===== src/rtl/uart_tx.sv =====
// UART transmitter: byte FIFO feeding a start/data/parity/stop serializer.
// All outputs are registered; tx_out idles high.
module uart_tx #(
    parameter int unsigned CLKS_PER_BIT = 434,
    parameter int unsigned PARITY_EN    = 0,
    parameter int unsigned PARITY_ODD   = 0,
    parameter int unsigned STOP_BITS    = 1,
    parameter int unsigned FIFO_DEPTH   = 4
) (
    input  logic                          clock,
    input  logic                          reset,
    input  logic [7:0]                    tx_data,
    input  logic                          tx_valid,
    output logic                          tx_ready,
    output logic                          tx_out,
    output logic                          busy,
    output logic [$clog2(FIFO_DEPTH):0]   fifo_count
);

    localparam int unsigned AW = $clog2(FIFO_DEPTH);
    localparam int unsigned BW = (CLKS_PER_BIT > 1) ? $clog2(CLKS_PER_BIT) : 1;
    localparam logic [BW-1:0] BAUD_LAST = BW'(CLKS_PER_BIT - 1);
    localparam logic [2:0]    STOP_LAST = 3'(STOP_BITS - 1);
    localparam logic [AW:0]   FULL      = (AW + 1)'(FIFO_DEPTH);

    typedef enum logic [2:0] {IDLE, START, DATA, PARITY, STOP} state_t;

    state_t        state_q, state_d;
    logic [BW-1:0] baud_q, baud_d;
    logic [2:0]    bit_q, bit_d;
    logic [7:0]    shift_q, shift_d;
    logic          par_q, par_d;
    logic          tx_q, tx_d;
    logic          busy_q, busy_d;
    logic          ready_q, ready_d;
    logic [AW:0]   count_q, count_d;
    logic [AW-1:0] wr_ptr_q, wr_ptr_d;
    logic [AW-1:0] rd_ptr_q, rd_ptr_d;
    logic [7:0]    mem_q [FIFO_DEPTH];

    logic          push, pop, baud_last, load_par;
    logic [7:0]    head;

    assign push      = tx_valid & ready_q;
    assign head      = mem_q[rd_ptr_q];
    assign load_par  = (^head) ^ (PARITY_ODD != 0);
    assign baud_last = (baud_q == BAUD_LAST);

    assign tx_out     = tx_q;
    assign tx_ready   = ready_q;
    assign busy       = busy_q;
    assign fifo_count = count_q;

    always_comb begin
        state_d = state_q;
        baud_d  = baud_q;
        bit_d   = bit_q;
        shift_d = shift_q;
        par_d   = par_q;
        tx_d    = tx_q;
        pop     = 1'b0;

        case (state_q)
            IDLE: begin
                tx_d = 1'b1;
                if (count_q != '0) begin
                    pop     = 1'b1;
                    shift_d = head;
                    par_d   = load_par;
                    state_d = START;
                    baud_d  = '0;
                    tx_d    = 1'b0;
                end
            end
            START: begin
                if (baud_last) begin
                    baud_d  = '0;
                    bit_d   = '0;
                    state_d = DATA;
                    tx_d    = shift_q[0];
                end else begin
                    baud_d = baud_q + BW'(1);
                end
            end
            DATA: begin
                if (baud_last) begin
                    baud_d = '0;
                    if (bit_q == 3'd7) begin
                        bit_d = '0;
                        if (PARITY_EN != 0) begin
                            state_d = PARITY;
                            tx_d    = par_q;
                        end else begin
                            state_d = STOP;
                            tx_d    = 1'b1;
                        end
                    end else begin
                        // shift_q[0] is the bit on the line, so the next one is [1]
                        bit_d   = bit_q + 3'd1;
                        shift_d = shift_q >> 1;
                        tx_d    = shift_q[1];
                    end
                end else begin
                    baud_d = baud_q + BW'(1);
                end
            end
            PARITY: begin
                if (baud_last) begin
                    baud_d  = '0;
                    bit_d   = '0;
                    state_d = STOP;
                    tx_d    = 1'b1;
                end else begin
                    baud_d = baud_q + BW'(1);
                end
            end
            STOP: begin
                if (baud_last) begin
                    baud_d = '0;
                    if (bit_q == STOP_LAST) begin
                        if (count_q != '0) begin
                            pop     = 1'b1;
                            shift_d = head;
                            par_d   = load_par;
                            state_d = START;
                            tx_d    = 1'b0;
                        end else begin
                            state_d = IDLE;
                            tx_d    = 1'b1;
                        end
                    end else begin
                        bit_d = bit_q + 3'd1;
                    end
                end else begin
                    baud_d = baud_q + BW'(1);
                end
            end
            default: begin
                state_d = IDLE;
                tx_d    = 1'b1;
            end
        endcase
    end

    always_comb begin
        count_d = count_q;
        if (push && !pop) begin
            count_d = count_q + (AW + 1)'(1);
        end else if (!push && pop) begin
            count_d = count_q - (AW + 1)'(1);
        end
        wr_ptr_d = push ? wr_ptr_q + AW'(1) : wr_ptr_q;
        rd_ptr_d = pop  ? rd_ptr_q + AW'(1) : rd_ptr_q;
        ready_d  = (count_d != FULL);
        busy_d   = (state_d != IDLE) || (count_d != '0);
    end

    always_ff @(posedge clock) begin
        if (reset) begin
            state_q  <= IDLE;
            baud_q   <= '0;
            bit_q    <= '0;
            shift_q  <= '0;
            par_q    <= 1'b0;
            tx_q     <= 1'b1;
            busy_q   <= 1'b0;
            ready_q  <= 1'b1;
            count_q  <= '0;
            wr_ptr_q <= '0;
            rd_ptr_q <= '0;
        end else begin
            state_q  <= state_d;
            baud_q   <= baud_d;
            bit_q    <= bit_d;
            shift_q  <= shift_d;
            par_q    <= par_d;
            tx_q     <= tx_d;
            busy_q   <= busy_d;
            ready_q  <= ready_d;
            count_q  <= count_d;
            wr_ptr_q <= wr_ptr_d;
            rd_ptr_q <= rd_ptr_d;
        end
    end

    always_ff @(posedge clock) begin
        if (push) begin
            mem_q[wr_ptr_q] <= tx_data;
        end
    end

endmodule


===== config.mk =====
export PLATFORM = sky130hd
export DESIGN_NAME = uart_tx
export DESIGN_NICKNAME = d
export VERILOG_FILES = /design/src/rtl/uart_tx.sv
export SDC_FILE = /design/constraint.sdc
export NUM_CORES = 1
export LEC_CHECK = 0
export ABC_AREA = 1
export BUFFER_PORTS_ARGS = -buffer_cell sky130_fd_sc_hd__buf_2
export CELL_PAD_IN_SITES_DETAIL_PLACEMENT = 0
export CELL_PAD_IN_SITES_GLOBAL_PLACEMENT = 1
export CORE_MARGIN = 2
export CORE_UTILIZATION = 50
export CTS_CLUSTER_DIAMETER = 60
export DETAILED_ROUTE_END_ITERATION = 10
export GPL_TIMING_DRIVEN = 0
export PLACE_DENSITY_LB_ADDON = 0.1
export SYNTH_ARGS = -nofsm -noshare
export SYNTH_HDL_FRONTEND = slang
export SYNTH_SLANG_ARGS = --single-unit

===== constraint.sdc =====
create_clock -name clock -period 4.5 [get_ports clock]
set_input_delay 0 -clock clock [delete_from_list [all_inputs] [get_ports clock]]
set_output_delay 0 -clock clock [all_outputs]
set_load 0.005 [all_outputs]

==> impl_metrics.env, run 1 <==
export IMPL_vias_per_cell=5.089
export IMPL_finalHoldViolations=0
export IMPL_worstPathMaxFanout=9
export IMPL_clockRootBuffer="clkbuf_8"
export IMPL_pin_count=17
export IMPL_areaGrowthSynthToFinish_pct=14.44
export IMPL_clockPowerShare_pct=24.5
export IMPL_max_slew_margin_pct=45.82
export IMPL_muxShareOfSynthArea_pct=0
export IMPL_worst_pin_slew_ns=0.8097
export IMPL_core_mm2=0.005991
export IMPL_drt_first_pass_iters=4
export IMPL_cts_buffers=9
export IMPL_setup_viol=0
export IMPL_p_comb_share_pct=34.9
export IMPL_fin_crit_sh_pct=41.41
export IMPL_dp_cells=437
export IMPL_die_y_um=83.10
export IMPL_postCtsSetupBuffers=0
export IMPL_top_usage_layer="met2"
export IMPL_yosys_area_share_xor_xnor_pct=0.2800
export IMPL_gr_total_overflow=0
export IMPL_finalNetCount=405
export IMPL_synth_seq_cells=67
export IMPL_post_dp_hpwl_mm=4.268
export IMPL_clk_pin_slew_ns=0.08
export IMPL_p_int_uw=1260
export IMPL_fmax_mhz=536.6
export IMPL_antenna_found_initial=0
export IMPL_cts_tree="done"
export IMPL_synth_area_leaders="edfxtp_1 (31%), dfxtp_1 (22%), nand2_1 (6.2%)"
export IMPL_io_buffers=15
export IMPL_netlist_area_mm2=0.003128
export IMPL_post_route_util_pct=59.75
export IMPL_drt_iter0_drc=95
export IMPL_drive_above_1_share_pct=18.09
export IMPL_rsz0062_at_grt="false"
export IMPL_clock_path_buffers=2
export IMPL_p_sw_share_pct=37.14
export IMPL_max_vdd_ir_drop_v=0.0003300
export IMPL_seqPwrFrac_pct=40.6
export IMPL_dieArea_mm2=0.006905
export IMPL_grt_pass1_vias=2296
export IMPL_cts_repair_resized=0
export IMPL_grt_first_pass_wirelength_mm=10.61
export IMPL_syn_inst=347
export IMPL_synth_adder_area_share_pct=4.800
export IMPL_cts_hold_buf=9
export IMPL_use_met3_pct=5.070
export IMPL_p_leak_uw=0.001496
export IMPL_hp_class="in2reg"
export IMPL_rows=28
export IMPL_grt_max_degree=13
export IMPL_vias=2351
export IMPL_async_flop_share_pct=0
export IMPL_synth_top_family_by_area="simple AND/OR/NAND/NOR gates"
export IMPL_wirelength_mm=6.143
export IMPL_fin_worst_skew_ns=0.005043
export IMPL_cp_end_kind="flip-flop"
export IMPL_die_w_um=83.10
export IMPL_fin_cells=462
export IMPL_synth_compound_area_share_pct=13.04
export IMPL_wl_per_cell_um=13.30
export IMPL_gp_congestion=0.7416
export IMPL_yosysWarnings=0
export IMPL_htreeDepth=3
export IMPL_crit_path_start_kind="flip-flop"
export IMPL_synth_distinct_cells=37
export IMPL_period_needed_ns=1.864
export IMPL_syn_num_nets=370
export IMPL_outcome="finished, final reports clean"
export IMPL_ff2ff_path_depth=10
export IMPL_arrival_ns=2.11
export IMPL_ys_seq_area_share_pct=53.12
export IMPL_yosys_area_top_type="edfxtp_1"
export IMPL_grt_usage_pct=19.27
export IMPL_clock_sinks=67
export IMPL_synth_main_ff_cell="dfxtp_1"
export IMPL_use_met1_pct=25.90
export IMPL_max_cap_viol_count=0
export IMPL_switchingPower_uw=744.7
export IMPL_crit_type="reg2reg"
export IMPL_synth_avg_cell_area_um2=9.014
export IMPL_drc_errors=0
export IMPL_met2_usage_pct=29.99
export IMPL_powerDensity_mw_per_mm2=560.1
export IMPL_start_util_pct=52.21
export IMPL_worst_ep_required_time_ns=4.75
export IMPL_num_antenna_cells=0
export IMPL_final_setup_tns_ns=0
export IMPL_hold_path_depth=4
export IMPL_finalMaxSlewViolations=0
export IMPL_synth_edf_count=32
export IMPL_clk_latency_ns=0.34
export IMPL_yosys_area_share_simple_pct=21.88
export IMPL_synth_top_area_share_pct=30.72
export IMPL_antenna_left=0
## critical path, stage by stage (launching register included)
cell and delay, ns:
dfxtp_1 0.34, inv_1 0.11, ha_1 0.15, inv_1 0.03
nor2_1 0.18, nor2_1 0.09, nand2_2 0.16, nand2_1 0.12
o21ai_1 0.10, nand2_1 0.25, a211oi_1 0.26
## synthesized netlist by cell type (3+ instances only)
master and count:
nand2_1 52, nor2_1 47, dfxtp_1 35, inv_1 33, edfxtp_1 32, o21ai_0 32
a21oi_1 14, ha_1 12, nand3_1 10, nor3_1 9, a31oi_1 8, inv_2 8
nand2_2 7, o22ai_1 7, nor2_2 5, o21ai_1 4, clkbuf_1 3, nand2_4 3
nand4_1 3
## power groups by stage
stage          Combinational, uW  Clock, uW  Sequential, uW
6_report                     701        490             814
5_1_grt                      811        530             827
4_1_cts                      710        501             815
3_5_place_dp                 701          0             827
3_3_place_gp                 694          0             826
2_1_floorplan                537          0             815
## registers in the layout, summed over array words and instances, names as in the netlist, named ones only
| signal | flops |
|---|---|
| mem_q | 32 |
| tx_out | 1 |
| shift_q | 8 |
| busy | 1 |
| baud_q | 9 |
| fifo_count | 3 |
| bit_q | 3 |
| tx_ready | 1 |
| state_q | 3 |
| wr_ptr_q | 2 |
| rd_ptr_q | 2 |
## cell usage in the layout (no fill, tap or decap), types with 2 or more instances in the layout
cell type / count
nand2_1: 52
nor2_1: 47
dfxtp_1: 35
inv_1: 33
o21ai_0: 32
edfxtp_1: 32
buf_2: 17
a21oi_1: 14
ha_1: 12
nand3_1: 10
nor3_1: 9
clkbuf_8: 9
dlygate4sd3_1: 9
inv_2: 8
a31oi_1: 8
nand2_2: 7
o22ai_1: 7
nor2_2: 5
clkinv_2: 4
o21ai_1: 4
clkbuf_1: 4
nand2_4: 3
nand4_1: 3
buf_4: 2
nand3_2: 2
a211oi_1: 2
## routing by layer
metal / share of wire (%) / vias up / routed length (um)
met5: 0 / - / 0
met2: 46 / 34 / 2846
met3: 4.0 / 4 / 243
met4: 0.85 / 0 / 52
met1: 49 / 1076 / 3001
li1: - / 1237 / -
## per-stage QoR
step	hold slack (ns)	cell area (um^2)	total power [uW]	setup slack [ns]
global route	0.1514	3580	2168	2.323
CTS	0.1307	3580	2026	2.597
floorplan	0.09887	3128	1352	2.887
detailed placement	0.2205	3297	1528	2.631
global placement	0.2138	3297	1520	2.660
finish	0.1327	3580	2005	2.636
## worst paths after layout
check,start,end,slack [ns]
worst max-delay path,fifo_count[0],baud_q[1],2.64
worst min-delay path,tx_valid,wr_ptr_q[0],0.13
worst max register to register,fifo_count[0],baud_q[1],2.64
worst min register to register,rd_ptr_q[1],flip-flop,0.47
## kinds of logic after synthesis
family | count (synthesis)
AOI/OAI and AO/OA | 72
and+or+nand+nor | 143
xor gates and xnor gates | 1
buffers and inverters | 52
adders and majority gates | 12
DFF | 67
## cell type report
type                       instances  area [um^2]
multi-input combinational        228         1251
inverter                          43        163.9
timing repair buffer              24        165.2
clock buffer                      10        127.6
sequential                        67         1662
tap                               75        93.84
buffer                             9        51.30
fill                             524         2411
clock inverter                     6        65.06
Power figures use the tool's default switching activity.
==> run 2, diff against run 1 <==
Settings changed: ABC_AREA 1 to 0, CORE_UTILIZATION 50 to 49.
Clock period 4.5 ns to 1.8 ns, I/O delays scaled along.
==> run 2 against run 1 <==
  * Synthesized cell count down 28%
  * The flow now finishes with violations (negative setup slack)
  * Sequential share of layout area down 2.7 points
  * Clock skew up 0.0038 ns
  * Synthesized area down 1.6%
  * Critical path depth down 2
  * Sequential power up 150%
  * Global-route usage down 1.9 points
==> impl_metrics.env, run 2 <==
export IMPL_worst_ep_required_time_ns=2.03
export IMPL_total_power_uw=5660
export IMPL_largest_register="mem_q"
export IMPL_rows=28
export IMPL_clockPowerShare_pct=22.5
export IMPL_p_leak_uw=0.001415
export IMPL_clk_latency_ns=0.34
export IMPL_drc_errors=0
export IMPL_final_common_cell="edfxtp_1"
export IMPL_clock_sinks=67
export IMPL_max_stage_delay_ns=0.36
export IMPL_max_slew_margin_pct=59.38
export IMPL_hp_class="in2reg"
export IMPL_synth_main_ff_cell="dfxtp_1"
export IMPL_clk_pin_slew_ns=0.08
export IMPL_seqPwrFrac_pct=35.5
export IMPL_switchingPower_uw=1910
export IMPL_antenna_found_initial=0
export IMPL_p_sw_share_pct=33.74
export IMPL_reg_top3="mem_q (32), baud_q (9), shift_q (8)"
export IMPL_pre_cts_ws_ns=-0.2948
export IMPL_num_antenna_cells=0
export IMPL_grt_usage_pct=17.34
export IMPL_synth_seq_cells=67
export IMPL_yosysMostFrequentCell="dfxtp_1"
export IMPL_wirelength_mm=5.831
export IMPL_finalHoldViolations=0
export IMPL_wl_per_cell_um=15.15
export IMPL_gp_congestion=0.7740
export IMPL_grt_max_degree=15
export IMPL_core_mm2=0.005991
export IMPL_max_cap_viol_count=0
export IMPL_cts_tree="done"
export IMPL_crit_type="reg2reg"
export IMPL_fmax_mhz=511.1
export IMPL_rsz0062_at_grt="true"
export IMPL_netlist_area_mm2=0.003079
export IMPL_period_needed_ns=1.957
export IMPL_htreeDepth=3
export IMPL_syn_inst=251
export IMPL_fin_cells=385
export IMPL_pin_count=17
export IMPL_drive_above_1_share_pct=33.87
export IMPL_max_vdd_ir_drop_v=0.0009289
export IMPL_holdWs_ns=0.07241
export IMPL_layout_setup_ws_ns=-0.1566
export IMPL_arrival_ns=2.18
export IMPL_gr_total_overflow=0
export IMPL_fin_worst_skew_ns=0.008820
export IMPL_r2r_slack_ns=-0.16
export IMPL_clockRootBuffer="clkbuf_8"
export IMPL_vias=2014
export IMPL_crit_path_start_kind="flip-flop"
export IMPL_start_util_pct=51.40
export IMPL_placed_area_mm2=0.003274
export IMPL_io_buffers=15
export IMPL_setup_viol=10
export IMPL_final_cell_area_mm2=0.003831
export IMPL_grt_first_pass_wirelength_mm=9.390
export IMPL_ys_seq_area_share_pct=53.96
export IMPL_p_int_uw=3750
export IMPL_synth_distinct_cells=53
export IMPL_synth_edf_count=32
export IMPL_synth_top_area_share_pct=31.21
export IMPL_dieArea_mm2=0.006934
export IMPL_clock_path_buffers=2
export IMPL_syn_num_nets=274
export IMPL_async_flop_share_pct=0
export IMPL_yosys_area_top_type="edfxtp_1"
export IMPL_p_comb_share_pct=42.0
export IMPL_drt_iter0_drc=77
export IMPL_outcome="finished, violations left"
export IMPL_powerDensity_mw_per_mm2=1477
export IMPL_areaGrowthSynthToFinish_pct=24.42
export IMPL_yosysWarnings=0
export IMPL_violations="negative setup slack"
export IMPL_worstPathMaxFanout=5
export IMPL_die_y_um=83.27
export IMPL_final_cell_mix="edfxtp_1 (32), dfxtp_1 (29), nor2_1 (26), buf_2 (18), buf_4 (18)"
export IMPL_post_dp_hpwl_mm=3.742
export IMPL_largest_reg_flops=32
export IMPL_dp_cells=341
export IMPL_grt_pass1_vias=1926
export IMPL_cp_end_kind="flip-flop"
export IMPL_worstPathCellList="inv_4 > ha_4 > nor2b_4 > nor2_4 > a22oi_2 > buf_6 > mux2i_2 > mux2_4"
export IMPL_die_w_um=83.27
export IMPL_finalNetCount=328
export IMPL_drt_first_pass_iters=4
export IMPL_slowest_stage="dfxtp_4"
export IMPL_vias_per_cell=5.231
export IMPL_worst_pin_slew_ns=0.6093
export IMPL_finalMaxSlewViolations=0
export IMPL_synth_commonest_cells="dfxtp_1 (35), edfxtp_1 (32), nor2_1 (27)"
export IMPL_synth_area_leaders="edfxtp_1 (31%), dfxtp_1 (23%), mux4_2 (5.9%)"
export IMPL_fin_crit_sh_pct=108.7
export IMPL_antenna_left=0
export IMPL_synth_avg_cell_area_um2=12.27
export IMPL_cts_buffers=9
## run 2: cell types whose count changed in the layout (fill, tap and decap cells not counted), sizes merged, moves of 11 or more
cell,before,now
nor2,53,28
mux2i,0,11
o21ai,37,7
inv,42,15
nand2,62,14
buf,21,42
## run 2: logic make-up after synthesis
kind of cell               count (synthesis)  synth area share, %
xor gates and xnor gates                  11                3.738
buffers and inverters                     23                3.900
AOI/OAI and AO/OA                         39                9.224
DFF                                       67                53.96
and+or+nand+nor                           79                14.10
adders and majority gates                 12                4.876
muxes                                     20                10.20
## run 2: power groups by stage
stage / Sequential (uW) / Combinational [uW] / Clock, uW
finish: 2010 / 2380 / 1270
global route: 2050 / 2610 / 1370
CTS: 2010 / 2070 / 1300
detailed placement: 2050 / 1780 / 0
global placement: 2050 / 1760 / 0
floorplan: 2020 / 1430 / 0
## run 2: layout make-up
type	count	area, um^2
fill	482	2160
sequential	67	1677
multi-input combinational	161	1423
timing repair buffer	43	306.5
clock buffer	9	123.9
tap	75	93.84
buffer	12	82.58
clock inverter	7	78.83
inverter	11	46.29
## run 2: worst paths after layout
check / start / endpoint / cells after the start
min reg2reg: tx_out / tx_out / 1
max reg2reg: fifo_count[0] / fifo_count[2] / 8
max: fifo_count[0] / fifo_count[2] / 8
min: tx_valid / wr_ptr_q[1] / 4
## run 2: worst max-delay path: cells and delay by family, from the launching register on
family | cells | cell delay (ns)
AOI/OAI and AO/OA | 1 | 0.27
adders and majority gates | 1 | 0.13
buffers and inverters | 2 | 0.27
DFF | 1 | 0.36
muxes | 2 | 0.56
and+or+nand+nor | 2 | 0.26
## run 2: what timing repair did
item | CTS | global route
gates cloned | 1 | 0
setup endpoints to repair | 27 | 31
setup buffers | 12 | 7
pin swaps | 7 | 9
hold buffers | 8 | 0
gates resized for setup | 14 | 19
hold endpoints to repair | 32 | 0
## run 2: metrics by stage
step | setup TNS, ns | utilization [%]
3_5_place_dp | -5.039 | 54.66
2_1_floorplan | -0.03866 | -
5_1_grt | -2.611 | 63.95
3_3_place_gp | -4.937 | 54.66
4_1_cts | -0.9250 | 61.47
6_report | -0.9407 | 63.95
## run 2: metal layers
layer | track usage [%] | vias up | wire, um
met2 | 25.44 | 28 | 2660
met5 | 0 | - | 0
met1 | 24.90 | 946 | 2905
li1 | - | 1026 | -
met4 | 7.899 | 0 | 135
met3 | 3.280 | 14 | 130
